### config.mk
export PLATFORM = sky130hd
export DESIGN_NAME = psk_modulator_flat
export DESIGN_NICKNAME = d
export VERILOG_FILES = /design/src/rtl/psk_if.sv /design/src/rtl/psk_modulator.sv /design/src/flat_wrapper.sv
export SDC_FILE = /design/constraint.sdc
export NUM_CORES = 1
export LEC_CHECK = 0
export CAP_MARGIN = 20
export CELL_PAD_IN_SITES_DETAIL_PLACEMENT = 1
export CELL_PAD_IN_SITES_GLOBAL_PLACEMENT = 1
export CORE_MARGIN = 4
export CORE_UTILIZATION = 49
export CTS_CLUSTER_SIZE = 40
export DETAILED_ROUTE_END_ITERATION = 8
export PLACE_DENSITY = 0.91
export SKIP_CTS_REPAIR_TIMING = 1
export SYNTH_ARGS = -nofsm -noshare
export SYNTH_HDL_FRONTEND = slang
export SYNTH_SLANG_ARGS = --single-unit
### constraint.sdc
create_clock -name clk -period 7.6 [get_ports clk]
set_input_delay 0.76 -clock clk [delete_from_list [all_inputs] [get_ports clk]]
set_output_delay 0.76 -clock clk [all_outputs]
set_load 0.1 [all_outputs]
### src/rtl/psk_if.sv
// Handshake and sample-output bundle between a word source and the PSK modulator.
interface psk_if #(
   parameter int DATA_WIDTH = 12,
   parameter int WORD_WIDTH = 9
);
   logic [WORD_WIDTH-1:0]        in_data;
   logic                         in_valid;
   logic                         in_ready;
   logic signed [DATA_WIDTH-1:0] signal_out;
   logic                         out_valid;
   logic                         sym_start;
   logic                         underrun;

   modport master (
      output in_data, in_valid,
      input  in_ready, signal_out, out_valid, sym_start, underrun
   );

   modport slave (
      input  in_data, in_valid,
      output in_ready, signal_out, out_valid, sym_start, underrun
   );
endinterface

### src/rtl/psk_modulator.sv
// BPSK/QPSK modulator: one-word holding register, MSB-first symbol serialiser and
// phase-offset addressing of a full-period sine LUT, two-stage output pipeline.
module psk_modulator #(
   parameter int DATA_WIDTH      = 12,
   parameter int ADDR_WIDTH      = 8,
   parameter int WORD_WIDTH      = 9,
   parameter int PERIODS_PER_SYM = 1
) (
   input  logic   clk,
   input  logic   arst_n,
   input  logic   en,
   input  logic   mode,
   psk_if.slave   bus
);
   // Handshake: a word transfers on a posedge where in_valid && in_ready; in_ready
   // is high only while enabled and the holding register is empty, and in_valid
   // must hold its data until that edge.
   localparam int N_SAMP = 1 << ADDR_WIDTH;
   localparam int AMP    = (1 << (DATA_WIDTH - 1)) - 1;
   localparam int PW     = (PERIODS_PER_SYM > 1) ? $clog2(PERIODS_PER_SYM) : 1;
   localparam int SW     = WORD_WIDTH + 1;
   localparam int CW     = $clog2(WORD_WIDTH + 1);
   localparam logic [CW-1:0] LAST_B = CW'(WORD_WIDTH - 1);
   localparam logic [CW-1:0] LAST_Q = CW'((WORD_WIDTH + 1) / 2 - 1);
   localparam logic [PW-1:0] LAST_P = PW'(PERIODS_PER_SYM - 1);
   localparam real PI = 3.14159265358979323846;

   typedef enum logic {IDLE, RUN} state_t;

   function automatic logic signed [DATA_WIDTH-1:0] sine_val(input int k);
      real x;
      int  r;
      x = real'(AMP) * $sin(2.0 * PI * real'(k) / real'(N_SAMP));
      r = (x >= 0.0) ? $rtoi(x + 0.5) : -$rtoi(0.5 - x);
      return r[DATA_WIDTH-1:0];
   endfunction

   logic signed [DATA_WIDTH-1:0] lut [N_SAMP];
   for (genvar k = 0; k < N_SAMP; k++) begin : g_lut
      localparam logic signed [DATA_WIDTH-1:0] V = sine_val(k);
      assign lut[k] = V;
   end

   state_t                  state_q, state_d;
   logic [ADDR_WIDTH-1:0]   sine_q, sine_d;
   logic [PW-1:0]           period_q, period_d;
   logic [CW-1:0]           sym_q, sym_d;
   logic [SW-1:0]           shift_q, shift_d;
   logic                    mode_q, mode_d;
   logic                    hold_full_q, hold_full_d;
   logic [WORD_WIDTH-1:0]   hold_data_q, hold_data_d;

   logic [ADDR_WIDTH-1:0]   addr_q;
   logic                    v1_q, ss1_q, ur1_q;
   logic signed [DATA_WIDTH-1:0] sample_q;
   logic                    ov_q, ss_q, ur2_q, ur_q;

   logic                    run, sym_end, word_end, last_sym, accept, load;
   logic [1:0]              dibit;
   logic [ADDR_WIDTH-1:0]   offset, addr_d;

   assign run      = (state_q == RUN);
   assign last_sym = (sym_q == (mode_q ? LAST_Q : LAST_B));
   assign sym_end  = run && (&sine_q) && (period_q == LAST_P);
   assign word_end = sym_end && last_sym;
   assign accept   = en && !hold_full_q && bus.in_valid;
   assign load     = hold_full_q && (!run || word_end);

   // The shift register carries a trailing zero so an odd word pads its last dibit.
   assign dibit  = shift_q[SW-1 -: 2];
   assign offset = mode_q ? (ADDR_WIDTH'({dibit[1], dibit[1] ^ dibit[0]}) << (ADDR_WIDTH - 2))
                          : (ADDR_WIDTH'(shift_q[SW-1]) << (ADDR_WIDTH - 1));
   assign addr_d = sine_q + offset;

   always_comb begin
      state_d     = state_q;
      sine_d      = sine_q;
      period_d    = period_q;
      sym_d       = sym_q;
      shift_d     = shift_q;
      mode_d      = mode_q;
      hold_full_d = hold_full_q;
      hold_data_d = hold_data_q;
      case (state_q)
         IDLE: if (hold_full_q) state_d = RUN;
         RUN: begin
            if (word_end && !hold_full_q) state_d = IDLE;
            sine_d = sine_q + 1'b1;
            if (&sine_q) period_d = (period_q == LAST_P) ? '0 : period_q + 1'b1;
            if (sym_end) begin
               sym_d   = sym_q + 1'b1;
               shift_d = mode_q ? (shift_q << 2) : (shift_q << 1);
            end
         end
         default: state_d = IDLE;
      endcase
      if (load) begin
         sine_d      = '0;
         period_d    = '0;
         sym_d       = '0;
         shift_d     = {hold_data_q, 1'b0};
         mode_d      = mode;
         hold_full_d = 1'b0;
      end
      if (accept) begin
         hold_full_d = 1'b1;
         hold_data_d = bus.in_data;
      end
   end

   always_ff @(posedge clk) begin
      if (!arst_n) begin
         state_q     <= IDLE;
         sine_q      <= '0;
         period_q    <= '0;
         sym_q       <= '0;
         shift_q     <= '0;
         mode_q      <= 1'b0;
         hold_full_q <= 1'b0;
         hold_data_q <= '0;
         addr_q      <= '0;
         v1_q        <= 1'b0;
         ss1_q       <= 1'b0;
         ur1_q       <= 1'b0;
         sample_q    <= '0;
         ov_q        <= 1'b0;
         ss_q        <= 1'b0;
         ur2_q       <= 1'b0;
         ur_q        <= 1'b0;
      end else if (en) begin
         state_q     <= state_d;
         sine_q      <= sine_d;
         period_q    <= period_d;
         sym_q       <= sym_d;
         shift_q     <= shift_d;
         mode_q      <= mode_d;
         hold_full_q <= hold_full_d;
         hold_data_q <= hold_data_d;
         addr_q      <= addr_d;
         v1_q        <= run;
         ss1_q       <= run && (sine_q == '0) && (period_q == '0);
         ur1_q       <= word_end && !hold_full_q;
         sample_q    <= v1_q ? lut[addr_q] : '0;
         ov_q        <= v1_q;
         ss_q        <= ss1_q;
         ur2_q       <= ur1_q;
         // Extra stage places the underrun pulse one cycle after the last sample.
         ur_q        <= ur2_q;
      end
   end

   assign bus.in_ready   = en && !hold_full_q;
   assign bus.signal_out = sample_q;
   assign bus.out_valid  = ov_q;
   assign bus.sym_start  = ss_q;
   assign bus.underrun   = ur_q;
endmodule

### src/flat_wrapper.sv
// flat-port wrapper written by rule: the top's interface ports become plain ports
module psk_modulator_flat 
#(
   parameter int DATA_WIDTH      = 12,
   parameter int ADDR_WIDTH      = 8,
   parameter int WORD_WIDTH      = 9,
   parameter int PERIODS_PER_SYM = 1
)
  (clk, arst_n, en, mode, bus_in_data, bus_in_valid, bus_in_ready, bus_signal_out, bus_out_valid, bus_sym_start, bus_underrun);
  psk_if #(.DATA_WIDTH(DATA_WIDTH), .WORD_WIDTH(WORD_WIDTH)) bus_i ();
  input  logic clk;
  input  logic arst_n;
  input  logic en;
  input  logic mode;
  input wire logic [$bits(bus_i.in_data)-1:0] bus_in_data;
  input wire logic [$bits(bus_i.in_valid)-1:0] bus_in_valid;
  output wire logic [$bits(bus_i.in_ready)-1:0] bus_in_ready;
  output wire logic [$bits(bus_i.signal_out)-1:0] bus_signal_out;
  output wire logic [$bits(bus_i.out_valid)-1:0] bus_out_valid;
  output wire logic [$bits(bus_i.sym_start)-1:0] bus_sym_start;
  output wire logic [$bits(bus_i.underrun)-1:0] bus_underrun;
  assign bus_i.in_data = bus_in_data;
  assign bus_i.in_valid = bus_in_valid;
  assign bus_in_ready = bus_i.in_ready;
  assign bus_signal_out = bus_i.signal_out;
  assign bus_out_valid = bus_i.out_valid;
  assign bus_sym_start = bus_i.sym_start;
  assign bus_underrun = bus_i.underrun;
  psk_modulator #(.DATA_WIDTH(DATA_WIDTH), .ADDR_WIDTH(ADDR_WIDTH), .WORD_WIDTH(WORD_WIDTH), .PERIODS_PER_SYM(PERIODS_PER_SYM)) u_core (.clk(clk), .arst_n(arst_n), .en(en), .mode(mode), .bus(bus_i));
endmodule
==> qor.yml, run 1 <==
run:
  maxCapViolCount: 0
timing:
  max_slew.worst_pin.slew_ns: 1.01
  setup_viol: 0
  clock.fmax_mhz: 213
  slew_violations: 0
  setup-tns-final_ns: 0
  hold_violations: 0
  rsz0062_at_grt: "no"
  final.min_clock_period_ns: 4.69
  skew_ns: 0.00720
  finalCritPeriodShare_pct: 61.8
  max-slew-margin-rel_pct: 32.4
global_route:
  grt_max_degree: 92
  grt_pass1_wl_um: 40600
  grt_usage_pct: 38.9
  antenna_found_initial: 0
  overflow: 0
  grt_pass1_vias: 6813
clock_tree:
  cts_made_buffers: 9
  clk_pin_slew_ns: 0.06
  clk_latency_ns: 0.34
  cts_tree: "built"
  htree_levels: 3
  clk_path_buf_depth: 2
  cts_sinks: 60
  clock-root-buffer: "clkbuf_16"
power:
  pwr-share-seq_pct: 42.0
  powerDensity_nw_per_um2: 123
  p_switching_uw: 204
  p_comb_share_pct: 6.9
  p_total_uw: 770
  p_clk_share_pct: 51.1
  worst_ir_drop_vdd_uv: 119
  p_int_uw: 566
  power.leakage_nw: 2.08
  switching_share_pct: 26.5
logic_synthesis:
  synth_ff_type: "dfxtp_1"
  synth_commonest_cells: "nand2_1 (99), a21oi_1 (71), nor2_1 (68), dfxtp_1 (60), o21ai_0 (52)"
  synthArstFlopShare_pct: 0
  synthMostInstantiatedCell: "nand2_1"
  synth_cell_type_count: 73
  netlist.area_leader.share_pct: 20.6
  ys_ff_latch: 60
  yosys.area.top_type: "dfxtp_1"
  syn_area_per_cell_um2: 7.06
  ys_warn_count: 0
  synth_area_um2: 5840
  synth_nets: 859
  synth_edf_count: 0
  synthCells: 827
  seq_area_frac_synth_pct: 20.6
  synthTopCellsByArea: "dfxtp_1 (21%), nand2_1 (6.4%), a21oi_1 (6.1%), o21ai_0 (4.5%), nor2_1 (4.4%)"
routing:
  vias: 6971
  vias_per_cell: 7.35
  first_iter_violations: 1221
  remaining_drc_errors: 0
  first_pass_iters: 8
  wl_um: 26600
  wl_per_cell_um: 28.1
  antenna_left: 0
cells_and_area:
  fin_cells: 948
  drive_gt1_share_pct: 5.96
  antennaDiodeCount: 0
  final.fill_count: 1505
  area_growth_syn_to_layout_pct: 7.05
  nets: 832
worst_setup_path:
  critPathArrivalTime_ns: 3.93
  crit_path_start_kind: "input pin"
  path_max_fanout: 27
  required_ns: 6.84
  crit_type: "input pin to output port"
  cp-end-kind: "output port"
floorplan:
  core_area_um2: 11600
  io_pins: 30
  die_y_um: 117
  fp.dieArea_um2: 13700
  initial_core_util_pct: 50.5
  rows: 39
  die_x_um: 117
hold_path:
  hold_path_class: "flop to flop"
placement:
  dp_hpwl_um: 17500
  gp_congestion: 1.03
  placed_cells: 931
  port_buffers: 29
status:
  status: "finished clean"
flip-flops by register name, indices dropped and copies added (netlist names), 4 cells and up:
name,cells
u_core.bus.signal_out,12
u_core.shift_q,9
u_core.addr_q,8
u_core.sine_q,8
u_core.hold_data_q,9
u_core.sym_q,4
cell usage in the layout, fill, tap and decap left out, types with 4 or more instances in the layout:
cell type,count
nand4_1,8
o21ai_0,52
a2111oi_0,5
clkdlybuf4s50_1,29
nand2_1,99
nor2_1,68
o31ai_1,7
a31oi_1,22
buf_4,12
a211oi_1,17
nor3_1,19
a21oi_1,71
xnor2_1,7
o21a_1,7
ha_1,18
nor2b_1,20
a22oi_1,13
clkbuf_16,9
mux2i_1,19
and3_1,4
a211o_1,5
xor2_1,4
o311ai_0,5
and2_1,9
inv_1,18
nand2b_1,28
a221oi_1,7
o311ai_1,6
o21ai_1,6
dfxtp_1,57
nand3_1,32
o211ai_1,24
a221o_1,5
mux2_2,7
o221ai_1,6
o22ai_1,11
per-stage QoR:
stage                     hold slack, ns  util (%)  setup slack [ns]  cell area [µm²]
after floorplan                    0.436         -              4.58             5840
after CTS                          0.472      54.0              2.94             6250
after global routing               0.491      54.1              2.76             6250
final                              0.470      54.1              2.91             6250
after detailed placement           0.458      51.6              2.98             5970
after global placement             0.441      51.6              3.17             5970
final timing paths:
path | startpoint | to | slack [ns] | cells after the start
max reg2reg | u_core.addr_q[1] | u_core.bus.signal_out[5] | 4.20 | 8
min | u_core.bus.signal_out[7] | u_core.bus.signal_out[7] | 0.47 | 2
max | en | bus_in_ready | 2.91 | 5
min reg2reg | u_core.bus.signal_out[7] | u_core.bus.signal_out[7] | 0.47 | 2
critical path, cell delays in order:
cell and delay (ns):
clkdlybuf4s50_1 0.47, buf_4 0.33, inv_1 0.31, nor2_1 0.76, clkdlybuf4s50_1 1.28
area by class of cell:
type	count	area [µm²]	area share, %
multi-input cells	667	4130	66.0
flip-flops and latches	60	1210	19.3
repair buffers	41	380	6.08
clock buffers	11	243	3.88
well taps	143	179	2.86
inverters	21	78.8	1.26
clock inverters	5	36.3	0.580
logic make-up (layout without fill, tap and decap cells):
kind of cell    Yosys count  after routing  share of synthesized area [%]
fa+ha+maj                18             18                           3.86
flops                    60             60                           20.6
xor+xnor                 11             11                           1.65
compound gates          297            297                           33.6
simple gates            312            312                           25.7
buf+inv                 100             78                           8.80
mux                      29             29                           5.76
power by group through the flow:
stage	sequential [mW]	clock, mW	combinational (mW)
floorplan	0.329	0	0.0320
global placement	0.329	0	0.0485
detailed placement	0.330	0	0.0512
CTS	0.323	0.395	0.0518
global route	0.324	0.408	0.0571
finish	0.323	0.394	0.0532
metal layers:
layer	GRT usage (%)	up-vias	part of all wire (%)
met5	0	-	0
met4	14.7	0	3.9
met3	11.0	102	12
met2	58.1	479	44
met1	53.2	3387	40
li1	-	3003	-
(Power assumes the default switching activity.)
==> run 2, diff against run 1 <==
Settings changed: CORE_UTILIZATION 49 to 45, PLACE_DENSITY 0.91 to 0.84.
Clock period 7.6 ns to 4.46 ns, I/O delays scaled along.
==> run 2 against run 1 <==
Worst setup slack worse by 1.9 ns. Sequential cell count unchanged. Via count up 0.72%. Global-route usage down 2.7 points. Sequential share of layout area down 0.24 points. Core utilization down 4.1 points. Non-clock buffer count up 7. First-iteration DRC count down 27%. Highest routed layer is now met5.
==> qor.yml, run 2 (synthesis results as in run 1) <==
status:
  status: "finished clean"
clock_tree:
  cts_tree: "built"
  clk_pin_slew_ns: 0.06  # about the same
  cts_made_buffers: 9  # unchanged
  htree_levels: 3  # unchanged
  clk_latency_ns: 0.35  # about the same
  clk_path_buf_depth: 2  # unchanged
  clock-root-buffer: "clkbuf_16"
  cts_sinks: 60  # unchanged
cells_and_area:
  antennaDiodeCount: 0  # unchanged
  final_cell_mix: "nand2_1 (99), a21oi_1 (71), nor2_1 (68), dfxtp_1 (57), o21ai_0 (52)"
  nets: 839  # +0.84%
  layout_commonest_cell: "nand2_1"
  fin_cells: 982  # +3.6%
  drive_gt1_share_pct: 6.67  # +0.70 points
  largest_reg_flops: 12  # unchanged
  final_cell_area_um2: 6330  # +1.2%
  area_growth_syn_to_layout_pct: 8.37
worst_setup_path:
  path_max_fanout: 11  # -59%
  timing.rr.end: "u_core.bus.signal_out[1]"
  cp-end-kind: "flop"
  crit_type: "flop to flop"
  required_ns: 4.70  # -2.14 ns
  r2r_setup_slack_ns: 1.0  # -3.20 ns
  critPathArrivalTime_ns: 3.70  # -0.23 ns
  reg2reg_from: "u_core.addr_q[0]"
  reg2reg_depth: 8  # unchanged
  crit_path_start_kind: "flop"
power:
  p_clk_share_pct: 49.6  # -1.5 points
  switching_share_pct: 25.2  # -1.3 points
  p_switching_uw: 322  # +58%
  powerDensity_nw_per_um2: 202  # +64%
  power.leakage_nw: 2.12  # +2.0%
  pwr-share-seq_pct: 43.1  # +1.1 points
  p_int_uw: 957  # +69%
  p_comb_share_pct: 7.3  # +0.4 points
  worst_ir_drop_vdd_uv: 219  # +84%
global_route:
  grt_max_degree: 90  # -2.2%
  antenna_found_initial: 1  # +1
  grt_pass1_vias: 7024  # +3.1%
  grt_usage_pct: 36.3  # -2.7 points
  grt_pass1_wl_um: 40800  # +0.48%
  overflow: 0  # unchanged
timing:
  worst_slack_ns: 0.995  # -1.91 ns
  setup-tns-final_ns: 0  # unchanged
  max_slew.worst_pin.slew_ns: 1.11  # +0.0958 ns
  finalCritPeriodShare_pct: 77.7
  slew_violations: 0  # unchanged
  max-slew-margin-rel_pct: 26.2  # -6.2 points
  clock.fmax_mhz: 289
  final.min_clock_period_ns: 3.46
  skew_ns: 0.0156  # +0.00837 ns
  setup_viol: 0  # unchanged
  rsz0062_at_grt: "no"
  hold_violations: 0  # unchanged
placement:
  port_buffers: 29  # unchanged
  post-place-ws_ns: 1.28  # -1.70 ns
  placed_cells: 968  # +4.0%
  gp_congestion: 1.06  # +3.4%
  dp_hpwl_um: 18700  # +6.6%
  place_area_um2: 6070  # +1.8%
hold_path:
  hold_path_class: "flop to flop"
  min_from: "u_core.hold_data_q[8]"
  hold_end: "u_core.hold_data_q[8]"
  hold-path-cell-count: 2  # unchanged
floorplan:
  fp.dieArea_um2: 14900  # +8.3%
  initial_core_util_pct: 46.1  # -4.4 points
  core_area_um2: 12700  # +9.6%
  die_y_um: 122  # +4.1%
  die_x_um: 122  # +4.1%
  io_pins: 30  # unchanged
  rows: 41  # +5.1%
routing:
  first_iter_violations: 892  # -27%
  vias_per_cell: 7.15  # -2.8%
  first_pass_iters: 6  # -2
  remaining_drc_errors: 0  # unchanged
  wl_um: 27200  # +2.1%
  vias: 7021  # +0.72%
  wl_per_cell_um: 27.7  # -1.4%
  antenna_left: 0  # unchanged
run:
  maxCapViolCount: 0  # unchanged
[run 2: changes by cell type in the layout (fill, tap and decap cells not counted)]
cell	previous run	this run
buf_12	0	1
clkinvlp_4	3	0
clkinv_2	1	3
clkdlybuf4s50_1	29	28
inv_6	1	0
buf_4	12	19
[run 2: routing by layer]
metal | GRT usage, % | part of all wire (%) | vias to the layer above
met2 | 55.1 | 44 | 485
li1 | - | - | 3027
met3 | 11.1 | 12 | 114
met1 | 47.2 | 39 | 3393
met4 | 16.4 | 4.8 | 2
met5 | 0 | 0.048 | -
[run 2: power groups by stage]
| stage | Combinational, mW | Clock (mW) | Sequential [mW] |
|---|---|---|---|
| after CTS | 0.0920 | 0.645 | 0.551 |
| after global routing | 0.0988 | 0.663 | 0.551 |
| after detailed placement | 0.0912 | 0 | 0.562 |
| final | 0.0935 | 0.635 | 0.551 |
| after floorplan | 0.0545 | 0 | 0.561 |
| after global placement | 0.0883 | 0 | 0.561 |
[run 2: per-stage QoR]
stage	hold WS [ns]	power, mW	utilization, %
2_1_floorplan	0.436	0.615	-
3_3_place_gp	0.444	0.649	47.9
3_5_place_dp	0.460	0.653	47.9
4_1_cts	0.467	1.29	50.0
5_1_grt	0.481	1.31	50.0
6_report	0.464	1.28	50.0
[run 2: layout make-up]
cell class,count,area (µm²)
inverter,21,78.8
sequential,60,1210
clock buffer,11,243
timing repair buffer,48,443
multi-input combinational,667,4130
fill,1645,6340
tap,172,215
clock inverter,3,15.0
[run 2: worst max-delay path by stage]
stage	start	endpoint	slack, ns	depth (start not counted)
final	u_core.addr_q[0]	u_core.bus.signal_out[1]	1.0	8
after global placement	u_core.addr_q[0]	u_core.bus.signal_out[1]	1.26	8
after CTS	u_core.addr_q[0]	u_core.bus.signal_out[1]	1.25	8
after floorplan	u_core.addr_q[1]	u_core.bus.signal_out[5]	1.91	8
after global routing	u_core.addr_q[1]	u_core.bus.signal_out[5]	1.03	7
after detailed placement	u_core.addr_q[0]	u_core.bus.signal_out[1]	1.28	8
[run 2: critical path, stage by stage (launching register included)]
cell      delay [ns]
dfxtp_1         0.30
inv_1           0.42
ha_1            0.70
nand2_1         0.42
o211ai_1        0.24
a21oi_1         0.13
nor4_1          0.76
nor3_1          0.17
a22o_1          0.23
==> run 3, diff against run 2 <==
Clock period 4.46 ns to 3.5 ns, I/O delays scaled along.
==> run 3 against run 2 <==
Sequential cell count unchanged. Cell count grew 0.92%. Combinational power grew 29%. Critical path depth unchanged. Wire length rose by 3.3%. Register-to-register slack got worse by 0.56 ns.
==> qor.yml, run 3 (synthesis results as in run 1) <==
placement:
  place_area_um2: 6150  # +1.2%
  gp_congestion: 1.11  # +4.8%
  placed_cells: 976  # +0.83%
  post-place-ws_ns: 0.662  # -0.618 ns
  dp_hpwl_um: 19400  # +4.0%
  port_buffers: 29  # unchanged
power:
  p_total_mw: 1.70  # +33%
  worst_ir_drop_vdd_uv: 199  # -9.5%
  powerDensity_nw_per_um2: 264  # +31%
  power.leakage_nw: 2.17  # +2.5%
cells_and_area:
  multiInputGateArea_um2: 4130  # unchanged
  area_growth_syn_to_layout_pct: 10.1
  nets: 847  # +0.95%
  layout_commonest_cell: "nand2_1"
  postLayoutCoreUtil_pct: 50.8  # +0.80 points
  regArea_um2: 1210  # unchanged
  largest_reg_flops: 12  # unchanged
  fin_cells: 991  # +0.92%
  drive_gt1_share_pct: 7.81  # +1.1 points
  final.fill_count: 1642  # -0.18%
  final_cell_mix: "nand2_1 (99), a21oi_1 (71), nor2_1 (68), dfxtp_1 (57), o21ai_0 (52)"
  final_cell_area_um2: 6430  # +1.6%
  antennaDiodeCount: 0  # unchanged
hold_path:
  min_from: "u_core.hold_data_q[2]"
  hold-path-cell-count: 2  # unchanged
  hold_path_class: "flop to flop"
worst_setup_path:
  crit_path_start_kind: "flop"
  reg2reg_from: "u_core.addr_q[0]"
  critPathArrivalTime_ns: 3.34  # -0.36 ns
  path_max_fanout: 23  # +12
  crit_start: "u_core.addr_q[0]"
  crit_type: "flop to flop"
  reg2reg_depth: 8  # unchanged
  cp-end-kind: "flop"
  required_ns: 3.78  # -0.92 ns
routing:
  antenna_left: 0  # unchanged
  wl_per_cell_um: 28.4  # +2.3%
  vias: 7125  # +1.5%
  first_iter_violations: 1089  # +22%
  first_pass_iters: 6  # unchanged
  remaining_drc_errors: 0  # unchanged
  vias_per_cell: 7.19  # +0.56%
  wl_um: 28100  # +3.3%
timing:
  slew_violations: 0  # unchanged
  max_slew.worst_pin.slew_ns: 1.03  # -0.0720 ns
  max-slew-margin-rel_pct: 30.8  # +4.5 points
  final.min_clock_period_ns: 3.07  # -0.396 ns
  skew_ns: 0.0102  # -0.00538 ns
  setup_viol: 0  # unchanged
  worst_slack_ns: 0.431  # -0.564 ns
  finalCritPeriodShare_pct: 87.7  # +10 points
  setup-tns-final_ns: 0  # unchanged
  hold_violations: 0  # unchanged
  clock.fmax_mhz: 326  # +13%
  rsz0062_at_grt: "no"
  whs_ns: 0.459  # -0.00565 ns
clock_tree:
  htree_levels: 3  # unchanged
  clock-root-buffer: "clkbuf_16"
  cts_sinks: 60  # unchanged
  clk_path_buf_depth: 2  # unchanged
  clk_pin_slew_ns: 0.06  # about the same
  cts_made_buffers: 9  # unchanged
  clk_latency_ns: 0.34  # about the same
  cts_tree: "built"
global_route:
  met1_usage_pct: 49.7  # +2.5 points
  grt_busiest_layer: "met2"
  grt_pass1_wl_um: 42700  # +4.7%
  antenna_found_initial: 0  # -1
  grtUsageMet3_pct: 11.6  # +0.51 points
  grt_max_degree: 73  # -19%
  grt_usage_pct: 37.6  # +1.4 points
  grt_pass1_vias: 7096  # +1.0%
  grtUsageMet2_pct: 55.0  # -0.069 points
  overflow: 0  # unchanged
status:
  status: "finished clean"
floorplan:
  core_area_um2: 12700  # unchanged
  fp.dieArea_um2: 14900  # unchanged
  die_x_um: 122  # unchanged
  io_pins: 30  # unchanged
  die_y_um: 122  # unchanged
  initial_core_util_pct: 46.1  # unchanged
  rows: 41  # unchanged
run:
  maxCapViolCount: 0  # unchanged
run 3: worst paths after layout:
kind	endpoint	slack (ns)
max	u_core.bus.signal_out[7]	0.43
min	u_core.hold_data_q[2]	0.46
max reg2reg	u_core.bus.signal_out[7]	0.43
min reg2reg	u_core.hold_data_q[2]	0.46
run 3: critical path, stage by stage (launching register included):
cell and delay [ns]:
dfxtp_1 0.33, buf_4 0.33, ha_1 0.52, inv_1 0.33
nor2_1 0.26, a21oi_1 0.11, a211oi_1 0.74, o221ai_1 0.24
nand3_1 0.14
run 3: layout make-up:
class	instances	area share (%)
repair buffers	56	8.01
clock inverters	4	0.350
well taps	172	3.35
multi-input cells	667	64.2
clock buffers	11	4.10
inverters	21	1.23
flip-flops and latches	60	18.8
run 3: layer usage:
metal | vias to the layer above | routed length [µm]
li1 | 3039 | -
met1 | 3464 | 11200
met2 | 487 | 12000
met3 | 135 | 3250
met4 | 0 | 1600
met5 | - | 0
run 3: report_power, final:
part / total [mW] / internal (mW) / switching [mW] / leakage [nW]
combinational: 0.121 / 0.0433 / 0.0775 / 1.55
clock: 0.874 / 0.534 / 0.340 / 0.142
sequential: 0.702 / 0.691 / 0.0109 / 0.487
